[src/rtl/mbist_pkg.sv]
// Shared BIST types: controller state encoding, read-pipeline entry and default widths.
// The default widths are the same ones the write-side mode mux uses.
package mbist_pkg;

    localparam int MBIST_ADDR_W = 4;
    localparam int MBIST_DATA_W = 2;

    typedef enum logic [1:0] {
        IDLE  = 2'd0,
        RUN   = 2'd1,
        DRAIN = 2'd2,
        DONE  = 2'd3
    } mbist_state_t;

    typedef struct packed {
        logic                    valid;
        logic [MBIST_ADDR_W-1:0] addr;
        logic [MBIST_DATA_W-1:0] exp;
    } rd_ent_t;

endpackage

[src/rtl/mbist_rd_pipe.sv]
// Delay line that carries outstanding BIST read requests until their data returns.
// Latency pDEPTH cycles; no backpressure; a flush empties every stage and beats the shift.
module mbist_rd_pipe
    import mbist_pkg::*;
#(
    parameter int  pDEPTH = 1,
    parameter type T      = rd_ent_t
) (
    input  logic clk,
    input  logic rst_n,
    input  logic i_flush,
    input  T     i_ent,
    output T     o_head
);

    T r_stage [pDEPTH];

    always_ff @(posedge clk or negedge rst_n) begin
        if (!rst_n) begin
            for (int i = 0; i < pDEPTH; i++) r_stage[i] <= '0;
        end else if (i_flush) begin
            for (int i = 0; i < pDEPTH; i++) r_stage[i] <= '0;
        end else begin
            r_stage[0] <= i_ent;
            for (int i = 1; i < pDEPTH; i++) r_stage[i] <= r_stage[i-1];
        end
    end

    assign o_head = r_stage[pDEPTH-1];

endmodule

[config.mk]
export PLATFORM = sky130hd
export DESIGN_NAME = mbist_rd_pipe
export DESIGN_NICKNAME = d
export VERILOG_FILES = /design/src/rtl/mbist_pkg.sv /design/src/rtl/mbist_rd_pipe.sv
export SDC_FILE = /design/constraint.sdc
export NUM_CORES = 1
export LEC_CHECK = 0
export ABC_AREA = 1
export CORE_AREA = 2 2 39 41
export DETAILED_ROUTE_END_ITERATION = 6
export DIE_AREA = 0 0 41 43
export MAX_ROUTING_LAYER = met4
export PLACE_DENSITY = 0.52
export SLEW_MARGIN = 10
export SYNTH_ARGS = -nofsm -noshare
export SYNTH_HDL_FRONTEND = slang
export SYNTH_SLANG_ARGS = --single-unit
[constraint.sdc]
create_clock -name clk -period 0.8 [get_ports clk]
set_input_delay 0.2 -clock clk [delete_from_list [all_inputs] [get_ports clk]]
set_output_delay 0.2 -clock clk [all_outputs]
set_load 0.05 [all_outputs]
Yosys cells after proc, flatten, opt, wreduce, memory -nomap -nowiden
Index checks and enable logic that the tools add are counted.

Mux-type cells: 1.

Operator list (number): 7-bit 2-to-1 mux (1).

Register bits: 7. Output and inout port bits: 7. Bits of input ports: 10. Logic and storage cells: 4.

Logic depth before layout (Yosys ltp)
Gate-level depths: netlist (run 1).

Word-level depth: 1. Depth in mapped cells: 2. Mapped depth without buffers: 2.

Least setup slack after synthesis (run 1)
No wires, ideal clock.

Path type: register to output. Start point: register r_stage, in the netlist o_head[0]. End point: output o_head[0] (netlist bit). Slack: 14 ps. Data required time: 600 ps. Data arrival time: 586 ps. Cell stages (with the launch flop): 1. Buffers on the path: 0. Cells stage by stage: dfrtp_1.

RTL lines: from (decl) (RTL line mbist_rd_pipe.sv:16) `T r_stage [pDEPTH];`; to (decl) (RTL line mbist_rd_pipe.sv:13) `output T o_head`.

No word-level cell between the ends.

Worst setup path in the final report (run 1)
Start point: register r_stage, in the netlist o_head[6]. End point: output o_head[6] (netlist bit).

No word-level cell between the ends.

==> impl_metrics.ini, run 1 <==
[cts]
post_cts_buffers = 0
h-tree-depth = 1
clk_pin_slew_ns = 0.05
cts_buffer_depth = 2
clockRootBuffer = clkbuf_4
numCtsBuffers = 3
cts_hold_buf = 0
cts_sinks = 7
cts_tree = done

[cells_and_area]
final-seq-area_um2 = 175
fin_area_um2 = 504
nFillCells = 144
multi_input_area_um2 = 26.3
nets = 52
drive_gt1_share_pct = 24.4
area_growth_pct = 121
antenna_cells = 0
largest_reg_flops = 7
finalNonFillerCells = 57

[timing]
rsz0062_at_grt = yes
tightestPinTransition_ns = 0.308
relSlewSlack_pct = 79.4
fmax_ghz = 1.01
setup_tns_ns = -1.33
finalCritPeriodShare_pct = 124
hold_slack_ns = 0.207
finalSetupViolations = 7
maxSlewViolCount = 0
min_period_ns = 0.994
hold_viol_final = 0
timing.final.ws_setup_ns = -0.194

[placed_design]
port_buffers = 16
hpwl_um = 325
dpl_worst_slack_ns = -0.199
dp.cells = 53
dpl-instance-area_um2 = 478
gp_congestion = 0.493

[global_routing]
grt_pass1_vias = 167
grt_first_pass_wirelength_um = 641
grt_usage_pct = 6.34
grt_max_degree = 8
grt-ovfl-total = 0
antenna_found_initial = 0

[yosys]
ys_types = 3
synth_seq_cells = 7
syn_area_um2 = 228
syn_inst = 21
syn_area_per_cell_um2 = 10.8
yosysSeqAreaShare_pct = 76.9
yosys_warnings = 0
syn_nets = 31

[floorplanning]
core_area_um2 = 1380
fp.dieH_um = 43
die_area_um2 = 1760
dieWidth_um = 41
std_cell_rows = 14
ios = 17
floorplan.initialDensity_pct = 16.5

[critical_path]
crit_type = register to primary output
slowest_stage = dfrtp_1
cp_max_fo = 1
max_stage_delay_ns = 0.39
critPathLaunchType = register
path_cells = buf_12
cpLargestDelayFamily = flip-flops
cp_num_buf_inv = 1
critPathArrivalTime_ns = 0.79
cp.required_ns = 0.60
worst_setup_path_end_kind = primary output

[drt]
wl_um = 405
drc = 0
vias_per_cell = 3.19
routedWlPerCell_um = 7.11
antenna_left = 0
drt-initial-drc-count = 0
via_count = 182
dr.pass1.iters = 1

[pwr]
p_int_uw = 676
p_sw_share_pct = 25.8
p_per_area_nw_per_um2 = 1810
p_leak_uw = 0.000253
p_clk_share_pct = 34.7
switching_power_uw = 235
seq_power_share_pct = 42.5
ir_worst_vdd_uv = 601
p_comb_share_pct = 22.8

[worst_hold_path]
hold_path_class = input pin to async pin

[status]
status = complete, but fails checks
violations = negative setup slack

[run]
maxCapViolCount = 0
-- Yosys cell counts, drive strengths merged --
cell type / count / area (µm²)
dfrtp: 7 / 175
inv: 7 / 26.3
nor2: 7 / 26.3
-- cell usage in the layout (no fill, tap or decap), drive strengths merged --
| cell type | instances |
|---|---|
| buf | 7 |
| clkbuf | 4 |
| clkdlybuf4s50 | 9 |
| dfrtp | 7 |
| inv | 7 |
| nor2 | 7 |
-- path summary, 6_finish.rpt --
check	startpoint	to	cells past startpoint
setup / recovery	o_head[6]	o_head[6]	1
hold / removal	rst_n	o_head[0]	1
max in group asynchronous	rst_n	o_head[1]	1
min in group clk	i_ent[5]	o_head[5]	3
-- routing by layer --
layer  global-route usage [%]  vias up  wire, µm  part of all wire, %
met1                     6.98       74       155                   38
li1                         -       97         -                    -
met3                     4.71        0        49                   12
met4                     6.00        0         0                    0
met2                     6.88       11       200                   49
met5                        -        -         0                    0
-- final cells by class --
cell class                      count  share of cell area (%)
Timing Repair Buffer               16                    45.7
Sequential cell                     7                    34.7
Multi-Input combinational cell      7                    5.21
Clock buffer                        4                    5.21
Inverter                            7                    5.21
Tap cell                           16                    3.97
-- power by group through the flow --
stage	Sequential, µW	Clock (µW)	Combinational, µW
2_1_floorplan	449	0	13.6
3_3_place_gp	394	0	209
3_5_place_dp	394	0	209
4_1_cts	387	331	210
5_1_grt	388	351	220
6_report	387	316	207
-- kinds of logic (layout without fill, tap and decap cells) --
| group | Yosys count | count (layout) | share of synthesized area [%] |
|---|---|---|---|
| flip-flops | 7 | 7 | 76.9 |
| AND/OR/NAND/NOR | 7 | 7 | 11.5 |
| buffers and inverters | 7 | 27 | 11.5 |
-- metrics by stage --
stage | total power [µW] | utilization (%)
after floorplan | 462 | -
after global placement | 603 | 34.5
after detailed placement | 603 | 34.5
after CTS | 928 | 36.4
after global routing | 958 | 36.4
final | 910 | 36.4
-- what timing repair did --
action | CTS | global route
resized for setup | 0 | 0
setup endpoints to repair | 7 | 7
pin swaps | 0 | 0
No activity file was read; power rests on OpenSTA's default activity.
==> inputs of run 2 (changes only) <==
--- a/config.mk
+++ b/config.mk
@@ -9,6 +9,7 @@
 export CORE_AREA = 2 2 39 41
 export DETAILED_ROUTE_END_ITERATION = 6
 export DIE_AREA = 0 0 41 43
+export GPL_TIMING_DRIVEN = 1
 export MAX_ROUTING_LAYER = met4
 export PLACE_DENSITY = 0.52
 export SLEW_MARGIN = 10
==> results of run 2 <==
Final layout, timing and power as in run 1 (identical DEF).
==> RTL edit 1 (flow settings as in run 1) <==
Set the package constant `MBIST_DATA_W` to 3 (it was 2).
--- a/src/rtl/mbist_pkg.sv
+++ b/src/rtl/mbist_pkg.sv
@@ -5,3 +5,3 @@
     localparam int MBIST_ADDR_W = 4;
-    localparam int MBIST_DATA_W = 2;
+    localparam int MBIST_DATA_W = 3;
 
Interface: changed (resized i_ent and o_head); port bits go from 17 to 19. The function was not compared with the original's and may differ.
==> RTL edit 1 against run 1 <==
- combinational power up 22%
- critical path type unchanged
- the run still ends with negative setup slack left
- power up 8.4%
- via count up 14%
- final area up 17%
- sequential cell count up 1
- synthesized cell count up 19%
- area after synthesis up 19%
- routed wire length up 17%
- setup slack worse by 0.0014 ns
==> RTL edit 1: results (changes against run 1) <==
stage,metric,value,unit,change
placement,pre_cts_ws,-0.166,ns,+0.0328 ns
global_route,grt_pass1_vias,220,,+32%
placement,dpl-instance-area,568,um^2,+19%
placement,dp_hpwl,382,um,+17%
route,wire_per_inst,7.52,um,+5.9%
synthesis,synthTopCellsByCount,"dfrtp_1 (8), inv_1 (8), nor2_1 (8)",,
power_and_ir_drop,ir_drop,0.702,mV,+17%
synthesis,syn_nets,36,,+16%
outcome,outcome,"finished, violations left",,
sta,holdWs,0.277,ns,+0.0703 ns
finish,drive_gt1_frac,0.277,,+0.0327
route,vias_per_cell,3.30,,+3.4%
synthesis,ys_seq_area_frac,0.737,,-0.0319
route,dr_wl_met2,228,um,+14%
sta,setup-tns-final,-1.50,ns,-0.178 ns
global_route,grtUsageMet2,0.0906,,+0.0219
route,drt-initial-drc-count,3,,+3
finish,nFillCells,139,,-3.5%
critical_path,worstSetupStartpoint,o_head[0]$_DFF_PN0_,,
global_route,grt_pass1_wl,855,um,+33%
power_and_ir_drop,p_seq,443,uW,+14%
power_and_ir_drop,power.internal,737,uW,+9.1%
synthesis,yosys-top-cells-area,"dfrtp_1 (74%), inv_1 (11%), nor2_1 (11%)",,
power_and_ir_drop,total_leakage_power,0.000299,uW,+18%
route,met1_length,180,um,+16%
synthesis,synth_cell_types,4,,+1
route,drtPass1Iterations,2,,+1
outcome,violations,negative setup slack,,
global_route,grt_max_degree,9,,+1
finish,largest_reg_flops,8,,+1
global_route,grt_use_total,0.0800,,+0.0166
global_route,use_met3,0.0314,,-0.0157
power_and_ir_drop,clk-power,292,uW,-7.6%
sta,finalSetupViolations,8,,+1
synthesis,yosys-mux-area-fraction,0,,unchanged
global_route,use_met1,0.0997,,+0.0299
synthesis,yosys_warnings,0,,unchanged
sta,slew_headroom,0.919,,+0.125
route,wl_met3,55,um,+12%
route,dr.max_layer_used,met4,,
sta,worst_slack,-0.195,ns,-0.00141 ns
## RTL edit 1: changes by cell type after synthesis
cell     before  now
nor2_1        7    8
dfrtp_1       7    8
inv_1         7    8
buf_6         0    1
## RTL edit 1: stage by stage
stage | instances | power (uW)
finish | 63 | 987
global route | 63 | 1050
CTS | 63 | 1000
detailed placement | 60 | 705
global placement | 60 | 703
floorplan | 25 | 537
## RTL edit 1: layout make-up
cell class | count | area [um^2] | share of cell area
timing repair buffer | 20 | 288 | 0.487
sequential | 8 | 200 | 0.339
multi-input combinational | 8 | 30.0 | 0.0508
inverter | 8 | 30.0 | 0.0508
clock buffer | 3 | 22.5 | 0.0381
tap | 16 | 20.0 | 0.0339
## RTL edit 1: what timing repair did
item	CTS	global route
endpoints found under the setup margin	8	8
pin swaps	0	0
setup buffers	0	0
## RTL edit 1: logic make-up (layout without fill, tap and decap cells)
group | after synthesis | count (layout)
buf+inv | 9 | 31
flops | 8 | 8
simple gates | 8 | 8
==> RTL edit 2 (settings of run 1) <==
Without the edit above. Put a register stage on the output `o_head`. The value now appears one clock later.
--- a/src/rtl/mbist_rd_pipe.sv
+++ b/src/rtl/mbist_rd_pipe.sv
@@ -28,3 +28,5 @@
 
-    assign o_head = r_stage[pDEPTH-1];
+    always_ff @(posedge clk) begin
+        o_head <= r_stage[pDEPTH-1];
+    end
 
Function: changed (a bounded check fails within 4 cycles, from zero or initial values and one cycle with rst_n low).
==> RTL edit 2 against run 1 <==
- the run still ends with negative setup slack left
- setup slack gained 0.055 ns
- area after synthesis rose by 62%
- power grew 58%
- sequential cell count increased by 7
- routed wire length increased by 11%
- final area grew 32%
- via count up 25%
- critical endpoint is now o_head[3]
- largest power group unchanged
==> RTL edit 2: results (changes against run 1) <==
stage,metric,value,unit,change
outcome,outcome,"finished, violations left",,
outcome,violations,negative setup slack,,
clock_network,cts_max_level,1,,unchanged
global_route,grt_pass1_wl,779,um,+22%
route,dr_wl_met2,224,um,+12%
synthesis,ys_seq_area_frac,0.857,,+0.0879
global_route,grt_use_total,0.0788,,+0.0154
placement,dp.cells,60,,+13%
finish,layout.nets,59,,+13%
sta,finalSetupViolations,7,,unchanged
synthesis,synthTopCellsByCount,"dfrtp_1 (7), dfxtp_1 (7), inv_1 (7), nor2_1 (7)",,
global_route,gr-total-overflow,0,,unchanged
critical_path,slowest_delay,0.34,ns,-0.05 ns
sta,worst_slack,-0.139,ns,+0.0546 ns
route,wire_per_inst,7.03,um,-1.0%
placement,gp_congestion,0.598,,+21%
critical_path,arrival,0.74,ns,-0.05 ns
clock_network,ctsResizeCount,7,,+7
synthesis,synth_cell_types,4,,+1
sta,worst_pin_slew,0.290,ns,-0.0171 ns
synthesis,synthArstFlopShare,0.500,,-0.500
power_and_ir_drop,total_leakage_power,0.000319,uW,+26%
route,met1_length,144,um,-7.1%
route,wl_met3,56,um,+14%
clock_network,path_clk_slew,0.08,ns,+0.03 ns
route,vias_per_cell,3.56,,+12%
route,vias,228,,+25%
route,dr.max_layer_used,met4,,
synthesis,yosys-top-cells-area,"dfrtp_1 (48%), dfxtp_1 (38%), inv_1 (7.1%)",,
clock_network,insertion_delay,0.27,ns,
critical_path,worstSetupStartpoint,o_head[3]$_DFF_P_,,
finish,drive_gt1_frac,0.375,,+0.131
synthesis,ys.flop_type,dfxtp_1,,
power_and_ir_drop,ir_drop,0.879,mV,+46%
synthesis,syn_inst,28,,+33%
critical_path,critPathSlowestCell,dfxtp_2,,
synthesis,syn_nets,38,,+23%
global_route,grt_pass1_vias,205,,+23%
global_route,grt_max_degree,9,,+1
[RTL edit 2: cell count changes after synthesis, sizes merged]
cell	change
dfxtp	+7
[RTL edit 2: kinds of logic (layout without fill, tap and decap cells)]
family	after synthesis	count (layout)	synth area share
buf+inv	7	27	0.0714
flops	14	14	0.857
simple gates	7	7	0.0714
[RTL edit 2: area by class of cell]
type,instances,area (um^2)
Inverter,7,26.3
Clock buffer,4,36.3
Fill cell,126,721
Tap cell,16,20.0
Timing Repair Buffer,16,230
Multi-Input combinational cell,7,26.3
Sequential cell,14,324
[RTL edit 2: final timing paths]
kind | endpoint | slack (ns) | depth (start not counted)
max | o_head[3] | -0.14 | 1
min | r_stage[4]$_DFF_PN0_ | 0.17 | 1
max reg2reg | o_head[1]$_DFF_P_ | 0.34 | 0
min reg2reg | o_head[2]$_DFF_P_ | 0.34 | 0
max in group asynchronous | r_stage[0]$_DFF_PN0_ | 0.40 | 1
min in group clk | o_head[2]$_DFF_P_ | 0.34 | 0
[RTL edit 2: stage by stage]
stage                     cell area, um^2  setup TNS, ns  setup slack, ns  hold slack [ns]
after global placement                618          -1.18           -0.173            0.328
after floorplan                       368              0           0.0127          -0.0956
after CTS                             663          -1.07           -0.157            0.172
after detailed placement              618          -1.32           -0.193            0.327
final                                 663         -0.967           -0.139            0.173
after global routing                  663          -1.20           -0.184            0.179
[RTL edit 2: routing by layer]
metal | up-vias | track usage
met3 | 2 | 0.0314
li1 | 117 | -
met2 | 14 | 0.0906
met5 | - | -
met1 | 95 | 0.0756
met4 | 0 | 0.120
[RTL edit 2: where the power goes]
part / total, uW / internal, uW / switching, uW
registers: 759 / 742 / 17.2
logic: 208 / 114 / 94.6
clock network: 473 / 276 / 197
